### config.mk
export PLATFORM = sky130hd
export DESIGN_NAME = gb_if_responder_flat
export DESIGN_NICKNAME = d
export VERILOG_FILES = /design/src/rtl/gb_if_responder_pkg.sv /design/src/rtl/gb_if_responder_if.sv /design/src/rtl/gb_if_fifo2.sv /design/src/rtl/gb_if_responder.sv /design/src/flat_wrapper.sv
export SDC_FILE = /design/constraint.sdc
export NUM_CORES = 1
export LEC_CHECK = 0
export BUFFER_PORTS_ARGS = -buffer_cell sky130_fd_sc_hd__clkbuf_2
export CAP_MARGIN = 20
export CORE_AREA = 2 2 236 238
export DETAILED_ROUTE_END_ITERATION = 10
export DIE_AREA = 0 0 238 240
export PLACE_DENSITY = 0.51
export SYNTH_ARGS = -nofsm -noshare
export SYNTH_HDL_FRONTEND = slang
export SYNTH_SLANG_ARGS = --single-unit
### constraint.sdc
create_clock -name clk -period 3 [get_ports clk]
set_input_delay 0.45 -clock clk [delete_from_list [all_inputs] [get_ports clk]]
set_output_delay 0.45 -clock clk [all_outputs]
set_load 0.02 [all_outputs]
### src/rtl/gb_if_responder_pkg.sv
// Shared definitions for the GB/IF responder: FSM states, cfg_info layout, type codes.
package gb_if_responder_pkg;

    typedef enum logic [1:0] {
        IDLE = 2'd0,
        RD   = 2'd1,
        WR   = 2'd2
    } state_t;

    localparam int CFG_DIR      = 0;
    localparam int CFG_TYPE_LSB = 1;
    localparam int CFG_TYPE_MSB = 2;
    localparam int CFG_CLASS    = 3;

    localparam logic [1:0] TYPE_WEI  = 2'd0;
    localparam logic [1:0] TYPE_WFLG = 2'd1;
    localparam logic [1:0] TYPE_ACT  = 2'd2;
    localparam logic [1:0] TYPE_AFLG = 2'd3;

endpackage

### src/rtl/gb_if_responder_if.sv
// GB-side handshake bundle: cfg request, read beat stream and write beat stream.
interface gb_if_responder_if #(
    parameter int PORT_WIDTH = 128
);
    logic                  GBIF_cfg_val;
    logic                  IFGB_cfg_rdy;
    logic [3:0]            GBIF_cfg_info;
    logic                  IFGB_rd_val;
    logic                  GBIF_rd_rdy;
    logic [PORT_WIDTH-1:0] IFGB_rd_data;
    logic                  GBIF_wr_val;
    logic                  IFGB_wr_rdy;
    logic [PORT_WIDTH-1:0] GBIF_wr_data;

    modport master (
        output GBIF_cfg_val, GBIF_cfg_info, GBIF_rd_rdy, GBIF_wr_val, GBIF_wr_data,
        input  IFGB_cfg_rdy, IFGB_rd_val, IFGB_rd_data, IFGB_wr_rdy
    );

    modport slave (
        input  GBIF_cfg_val, GBIF_cfg_info, GBIF_rd_rdy, GBIF_wr_val, GBIF_wr_data,
        output IFGB_cfg_rdy, IFGB_rd_val, IFGB_rd_data, IFGB_wr_rdy
    );
endinterface

### src/rtl/gb_if_fifo2.sv
// Two-entry beat buffer; in_rdy comes straight from the registered full flag.
module gb_if_fifo2 #(
    parameter int PORT_WIDTH = 128
) (
    input  logic                  clk,
    input  logic                  rst_n,
    input  logic                  in_val,
    input  logic [PORT_WIDTH-1:0] in_data,
    output logic                  in_rdy,
    output logic                  out_val,
    input  logic                  out_rdy,
    output logic [PORT_WIDTH-1:0] out_data
);
    logic [PORT_WIDTH-1:0] mem [2];
    logic                  wr_ptr;
    logic                  rd_ptr;
    logic [1:0]            count;
    logic                  full;
    logic                  push;
    logic                  pop;

    assign full     = (count == 2'd2);
    assign in_rdy   = ~full;
    assign out_val  = (count != 2'd0);
    assign out_data = mem[rd_ptr];
    assign push     = in_val & ~full;
    assign pop      = out_val & out_rdy;

    always_ff @(posedge clk or negedge rst_n) begin
        if (!rst_n) begin
            mem[0] <= '0;
            mem[1] <= '0;
            wr_ptr <= 1'b0;
            rd_ptr <= 1'b0;
            count  <= 2'd0;
        end else begin
            if (push) begin
                mem[wr_ptr] <= in_data;
                wr_ptr      <= ~wr_ptr;
            end
            if (pop)
                rd_ptr <= ~rd_ptr;
            case ({push, pop})
                2'b10:   count <= count + 2'd1;
                2'b01:   count <= count - 2'd1;
                default: count <= count;
            endcase
        end
    end
endmodule

### src/rtl/gb_if_responder.sv
// GB/IF burst responder: accepts a cfg request, then moves len beats ext->GB (RD) or GB->ext (WR).
module gb_if_responder
    import gb_if_responder_pkg::*;
#(
    parameter int PORT_WIDTH = 128,
    parameter int LEN_W      = 10
) (
    input  logic                  clk,
    input  logic                  rst_n,
    gb_if_responder_if.slave      gb,
    input  logic [8*LEN_W-1:0]    burst_len_tbl,
    input  logic                  ext_rd_val,
    output logic                  ext_rd_rdy,
    input  logic [PORT_WIDTH-1:0] ext_rd_data,
    output logic                  ext_wr_val,
    input  logic                  ext_wr_rdy,
    output logic [PORT_WIDTH-1:0] ext_wr_data,
    output logic                  busy,
    output logic                  xfer_done,
    output logic                  proto_err
);
    state_t                state;
    logic [3:0]            info_q;
    logic [LEN_W-1:0]      len_q;
    logic [LEN_W-1:0]      fetch_cnt;
    logic [LEN_W-1:0]      send_cnt;
    logic                  zero_done_q;
    logic                  proto_err_q;

    logic                  cfg_rdy;
    logic                  cfg_hs;
    logic [2:0]            tbl_idx;
    logic [LEN_W-1:0]      cfg_len;
    logic                  fetch_ok;
    logic                  fifo_in_val;
    logic [PORT_WIDTH-1:0] fifo_in_data;
    logic                  fifo_in_rdy;
    logic                  fifo_out_val;
    logic                  fifo_out_rdy;
    logic [PORT_WIDTH-1:0] fifo_out_data;
    logic                  pop;
    logic                  last_pop;
    logic                  proto_hit;

    assign cfg_rdy  = (state == IDLE);
    assign cfg_hs   = gb.GBIF_cfg_val & cfg_rdy;
    assign tbl_idx  = {gb.GBIF_cfg_info[CFG_CLASS], gb.GBIF_cfg_info[CFG_TYPE_MSB:CFG_TYPE_LSB]};
    assign cfg_len  = burst_len_tbl[int'(tbl_idx)*LEN_W +: LEN_W];
    assign fetch_ok = (fetch_cnt < len_q);

    // Source/sink steering; the idle direction sees neither valid nor ready.
    assign fifo_in_val  = fetch_ok & (((state == RD) & ext_rd_val) | ((state == WR) & gb.GBIF_wr_val));
    assign fifo_in_data = (state == RD) ? ext_rd_data : gb.GBIF_wr_data;
    assign fifo_out_rdy = ((state == RD) & gb.GBIF_rd_rdy) | ((state == WR) & ext_wr_rdy);

    gb_if_fifo2 #(.PORT_WIDTH(PORT_WIDTH)) u_fifo (
        .clk      (clk),
        .rst_n    (rst_n),
        .in_val   (fifo_in_val),
        .in_data  (fifo_in_data),
        .in_rdy   (fifo_in_rdy),
        .out_val  (fifo_out_val),
        .out_rdy  (fifo_out_rdy),
        .out_data (fifo_out_data)
    );

    assign pop      = fifo_out_val & fifo_out_rdy;
    assign last_pop = pop & (send_cnt == len_q - LEN_W'(1));

    assign gb.IFGB_cfg_rdy = cfg_rdy;
    assign ext_rd_rdy      = (state == RD) & fifo_in_rdy & fetch_ok;
    assign gb.IFGB_wr_rdy  = (state == WR) & fifo_in_rdy & fetch_ok;
    assign gb.IFGB_rd_val  = (state == RD) & fifo_out_val;
    assign ext_wr_val      = (state == WR) & fifo_out_val;
    assign gb.IFGB_rd_data = gb.IFGB_rd_val ? fifo_out_data : '0;
    assign ext_wr_data     = ext_wr_val ? fifo_out_data : '0;

    assign busy      = (state != IDLE);
    assign xfer_done = last_pop | zero_done_q;
    assign proto_err = proto_err_q;

    assign proto_hit = (gb.GBIF_wr_val & (state != WR)) |
                       (gb.GBIF_cfg_val & ~cfg_rdy & (gb.GBIF_cfg_info != info_q));

    // state | meaning
    // IDLE  | waiting for a cfg request; cfg_rdy high
    // RD    | ext_rd -> FIFO -> IFGB_rd until len beats sent
    // WR    | GBIF_wr -> FIFO -> ext_wr until len beats sent
    always_ff @(posedge clk or negedge rst_n) begin
        if (!rst_n) begin
            state       <= IDLE;
            info_q      <= '0;
            len_q       <= '0;
            fetch_cnt   <= '0;
            send_cnt    <= '0;
            zero_done_q <= 1'b0;
            proto_err_q <= 1'b0;
        end else begin
            zero_done_q <= 1'b0;
            if (fifo_in_val & fifo_in_rdy)
                fetch_cnt <= fetch_cnt + LEN_W'(1);
            if (pop)
                send_cnt <= send_cnt + LEN_W'(1);
            if (proto_hit)
                proto_err_q <= 1'b1;
            case (state)
                IDLE: begin
                    if (cfg_hs) begin
                        info_q    <= gb.GBIF_cfg_info;
                        len_q     <= cfg_len;
                        fetch_cnt <= '0;
                        send_cnt  <= '0;
                        if (cfg_len == '0)
                            zero_done_q <= 1'b1;
                        else
                            state <= gb.GBIF_cfg_info[CFG_DIR] ? RD : WR;
                    end
                end
                RD, WR: begin
                    if (last_pop)
                        state <= IDLE;
                end
                default: state <= IDLE;
            endcase
        end
    end
endmodule
### src/flat_wrapper.sv
// flat-port wrapper written by rule: the top's interface ports become plain ports
module gb_if_responder_flat import gb_if_responder_pkg::*;
#(
    parameter int PORT_WIDTH = 128,
    parameter int LEN_W      = 10
)
  (clk, rst_n, burst_len_tbl, ext_rd_val, ext_rd_rdy, ext_rd_data, ext_wr_val, ext_wr_rdy, ext_wr_data, busy, xfer_done, proto_err, gb_GBIF_cfg_val, gb_GBIF_cfg_info, gb_GBIF_rd_rdy, gb_GBIF_wr_val, gb_GBIF_wr_data, gb_IFGB_cfg_rdy, gb_IFGB_rd_val, gb_IFGB_rd_data, gb_IFGB_wr_rdy);
  gb_if_responder_if #(.PORT_WIDTH(PORT_WIDTH)) gb_i ();
  input  logic clk;
  input  logic rst_n;
  input  logic [8*LEN_W-1:0] burst_len_tbl;
  input  logic ext_rd_val;
  output logic ext_rd_rdy;
  input  logic [PORT_WIDTH-1:0] ext_rd_data;
  output logic ext_wr_val;
  input  logic ext_wr_rdy;
  output logic [PORT_WIDTH-1:0] ext_wr_data;
  output logic busy;
  output logic xfer_done;
  output logic proto_err;
  input wire logic [$bits(gb_i.GBIF_cfg_val)-1:0] gb_GBIF_cfg_val;
  input wire logic [$bits(gb_i.GBIF_cfg_info)-1:0] gb_GBIF_cfg_info;
  input wire logic [$bits(gb_i.GBIF_rd_rdy)-1:0] gb_GBIF_rd_rdy;
  input wire logic [$bits(gb_i.GBIF_wr_val)-1:0] gb_GBIF_wr_val;
  input wire logic [$bits(gb_i.GBIF_wr_data)-1:0] gb_GBIF_wr_data;
  output wire logic [$bits(gb_i.IFGB_cfg_rdy)-1:0] gb_IFGB_cfg_rdy;
  output wire logic [$bits(gb_i.IFGB_rd_val)-1:0] gb_IFGB_rd_val;
  output wire logic [$bits(gb_i.IFGB_rd_data)-1:0] gb_IFGB_rd_data;
  output wire logic [$bits(gb_i.IFGB_wr_rdy)-1:0] gb_IFGB_wr_rdy;
  assign gb_i.GBIF_cfg_val = gb_GBIF_cfg_val;
  assign gb_i.GBIF_cfg_info = gb_GBIF_cfg_info;
  assign gb_i.GBIF_rd_rdy = gb_GBIF_rd_rdy;
  assign gb_i.GBIF_wr_val = gb_GBIF_wr_val;
  assign gb_i.GBIF_wr_data = gb_GBIF_wr_data;
  assign gb_IFGB_cfg_rdy = gb_i.IFGB_cfg_rdy;
  assign gb_IFGB_rd_val = gb_i.IFGB_rd_val;
  assign gb_IFGB_rd_data = gb_i.IFGB_rd_data;
  assign gb_IFGB_wr_rdy = gb_i.IFGB_wr_rdy;
  gb_if_responder #(.PORT_WIDTH(PORT_WIDTH), .LEN_W(LEN_W)) u_core (.clk(clk), .rst_n(rst_n), .gb(gb_i), .burst_len_tbl(burst_len_tbl), .ext_rd_val(ext_rd_val), .ext_rd_rdy(ext_rd_rdy), .ext_rd_data(ext_rd_data), .ext_wr_val(ext_wr_val), .ext_wr_rdy(ext_wr_rdy), .ext_wr_data(ext_wr_data), .busy(busy), .xfer_done(xfer_done), .proto_err(proto_err));
endmodule
==> results by group <==
Outcome
  • Status: completed

Power and ir drop
  • Internal: approximately 13000 µW
  • LEAKAGE: 0.0105 µW
  • Combinational share of power: slightly above 50%
  • Switching power: 10300 µW
  • Final Power: roughly 23000 µW
  • Flop pwr share: a little under a third
  • PD cells: roughly 1100 nW/µm²
  • Power share of the clock group: 19.1%
  • Net switching share of the total power: a little over two fifths
  • Peak supply drop: 0.000524 V

Setup path
  • Critical R2R Capture: u_core.u_fifo.mem[216]$_DFFE_PN0P_
  • CP endpoint kind: output port
  • CP required: approximately 2.6 ns
  • Setup CP Type: reg -> out
  • CP peak stage delay: ~0.44 ns
  • Largest fanout on the critical path: 66
  • CP Data Arrival Time: 2.47 ns
  • R2R cell count: 10
  • CP Cell Sequence: inv_1, ha_4, buf_4, o21ai_4, buf_12, nor2_1, clkbuf_2
  • Slowest CP cell: dfrtp_1
  • Setup slack, reg-to-reg: approximately 0.18 ns
  • CP Launch Type: flop
  • Worst r2r src: u_core.fetch_cnt[7]$_DFF_PN0_

Floorplanning
  • Die area: 57100 µm²
  • Core ar.: 54700 µm²
  • # IOs: 611
  • # rows: 86
  • Initial Util: ~29%
  • Die span in y: 240 µm
  • Die width: approximately 240 µm

Clock network
  • Root buffer cell: clkbuf_16
  • Insertion delay to the later sink of the worst-skew pair: approximately 0.54 ns
  • H-tree Lvls: 2
  • Clk sink count: between 200 and 300
  • CTS buffer count: 37
  • Worst-path clk slew: 0.05 ns
  • CTS tree: built
  • Clock Tree Buf Depth: 3

STA
  • Hold slack: 0.177 ns
  • Setup TNS: 0 ns
  • Clk_skew: 0.0125 ns
  • Tcrit/Tclk final: between 90% and 100%
  • Fin crit period: roughly 2.9 ns
  • Pins Over Slew Limit: 0
  • Final setup violation count: 0
  • RSZ-0062 raised after global routing: false
  • Worst rel slew slack: roughly 43%
  • Achievable frequency: 342 MHz
  • Worst slew pin tran: between 0.8 and 0.9 ns
  • Hold Fails Final Rpt: 0

Synthesis
  • YS warnings: 0
  • Share of the synthesized area in the top cell type: between 40% and 50%
  • Most frequent cells after synthesis: 526 x nor2_1, 298 x dfrtp_1, 273 x a21oi_1
  • Synth top area cells: dfrtp_1 47%, mux2i_1 17%, nor2_1 13%
  • Mapped Nets: 2076
  • Syn avg cell area: between 9 and 10 µm²
  • Area leader, netlist: dfrtp_1
  • Post-synthesis register bit count: between 200 and 300
  • Main flop type after synthesis: dfrtp_1
  • Seq/Total Area, Yosys: 47.2%
  • Gate Count Post-Synth: ~1700
  • Netlist cell types: 41
  • Post-synth EDFFs: 0
  • Cell with the most instances after synthesis: nor2_1
  • Async S/R FF share, synth: 100%
  • Mapped Area: 15800 µm²

Global route
  • Initial antenna violation count: 0
  • Largest net degree at the start of global routing: roughly 80
  • Gr ovfl total: 0
  • First-pass GRT wire length: about 78 mm
  • Number of global-route vias before repair: between 10000 and 15000
  • Total GRT Usage: 17.8%

Routing
  • Number of DRC markers in iteration 0: roughly 830
  • WL/cell: between 15 and 20 µm
  • Vias: around 14000
  • Vias per cell: around 4.8
  • Post-route ant nets: 0
  • DRT Pass-1 Iters: 5
  • DRC viols: 0
  • Total Wirelength: ~52 mm

Layout
  • Nets@finish: about 2700
  • Ant diodes: 0
  • Share of post-route cells with drive strength above 1: about a third
  • Finished Cell Area: roughly 21000 µm²
  • Area grow syn2layout: 35.8%

Placement
  • IO Port Bufs: 610
  • DPL Wire Length: about 40 mm
  • Area post-placement: about 20000 µm²
  • RePlAce Congestion: roughly 0.8

Worst hold path
  • Hold_sp: gb_GBIF_cfg_info[0]
  • Hold path depth: 3
  • Hold crit path type: in -> reg
  • WHS Endpoint: u_core.info_q[0]$_DFFE_PN0P_

Flow run
  • Max cap viols: 0
==> state kept, by name (all words and copies together) (netlist names) <==
| name | count |
|---|---|
| u_core.u_fifo.mem | 256 |
| u_core.proto_err | 1 |
| u_core.info_q | 4 |
| u_core.u_fifo.count | 2 |
| u_core.u_fifo.wr_ptr | 1 |
| u_core.fetch_cnt | 10 |
| u_core.send_cnt | 10 |
| u_core.len_q | 10 |
| u_core.u_fifo.rd_ptr | 1 |
| u_core.state | 2 |
| u_core.zero_done_q | 1 |
==> logic make-up after synthesis <==
group | count (synthesis) | synth area share, %
buffers and inverters | 148 | 4.04
XOR/XNOR | 32 | 1.78
adder cells (fa/ha/maj) | 16 | 1.27
flip-flops | 298 | 47.2
AO/OA/AOI/OAI | 317 | 10.5
AND/OR/NAND/NOR | 615 | 15.4
multiplexers | 287 | 19.8
==> timing repair <==
item / in CTS / in global routing
setup buffers: 3 / 3
setup endpoints to repair: 20 / 3
pin swaps: 1 / 2
cloned: 1 / 0
hold endpoints to repair: 70 / 0
gates resized for setup: 8 / 7
hold buffers: 1 / 0
==> final cells by class <==
cell class                 count  area [µm²]
sequential                   298        7460
clock inverter                 8         100
clock buffer                  57        1130
tap                          704         881
multi-input combinational   1268        7810
inverter                      20        75.1
fill                        5561       33200
timing repair buffer         689        3970
==> metrics by stage <==
step	utilization [%]	std cells	setup WS (ns)
after floorplan	-	1713	0.400
after global placement	36.7	2971	0.239
after detailed placement	36.7	2971	0.176
after CTS	39.1	3041	0.00425
after global routing	39.2	3044	0.00454
final	39.2	3044	0.0797
==> worst max-delay path by stage <==
| stage | from | end | depth (start not counted) |
|---|---|---|---|
| after floorplan | u_core.len_q[7]$_DFFE_PN0P_ | u_core.u_fifo.count[1]$_DFFE_PN0P_ | 11 |
| after global placement | u_core.len_q[7]$_DFFE_PN0P_ | u_core.u_fifo.mem[20]$_DFFE_PN0P_ | 11 |
| after detailed placement | u_core.len_q[7]$_DFFE_PN0P_ | u_core.u_fifo.mem[20]$_DFFE_PN0P_ | 11 |
| after CTS | u_core.len_q[7]$_DFFE_PN0P_ | gb_IFGB_wr_rdy | 8 |
| after global routing | u_core.fetch_cnt[7]$_DFF_PN0_ | gb_IFGB_wr_rdy | 7 |
| final | u_core.state[1]$_DFFE_PN0P_ | gb_IFGB_rd_data[83] | 7 |
==> power by group through the flow <==
stage | combinational (µW) | sequential, µW | clock [µW]
final | 11900 | 7080 | 4460
after global routing | 13000 | 7340 | 4810
after CTS | 12000 | 7100 | 4640
after detailed placement | 11800 | 7140 | 0
after global placement | 11600 | 7070 | 0
after floorplan | 7930 | 6750 | 0
==> worst max-delay path: cells and delay by family (launching register included) <==
kind / cells / cell delay [ns]
buf+inv: 4 / 0.74
simple gates: 1 / 0.43
fa+ha+maj: 1 / 0.16
compound gates: 1 / 0.08
flops: 1 / 0.44
==> cell usage in the layout, fill, tap and decap left out, drive strengths merged, types with 9 or more instances in the layout <==
cell type / instances
nand4: 10
mux2i: 267
buf: 79
nand2: 37
or3: 9
mux4: 20
nand3: 11
ha: 16
a21oi: 273
clkbuf: 666
xor2: 19
xnor2: 13
o21ai: 26
inv: 22
nor2: 527
dfrtp: 298
==> metal layers <==
metal | vias to the layer above | GRT usage (%) | share of wire [%]
li1 | 7040 | - | -
met1 | 6889 | 21.8 | 42
met2 | 471 | 31.4 | 50
met3 | 68 | 3.04 | 5.5
met4 | 0 | 6.27 | 3.2
met5 | - | 0 | 0
(Power assumes the default switching activity.)
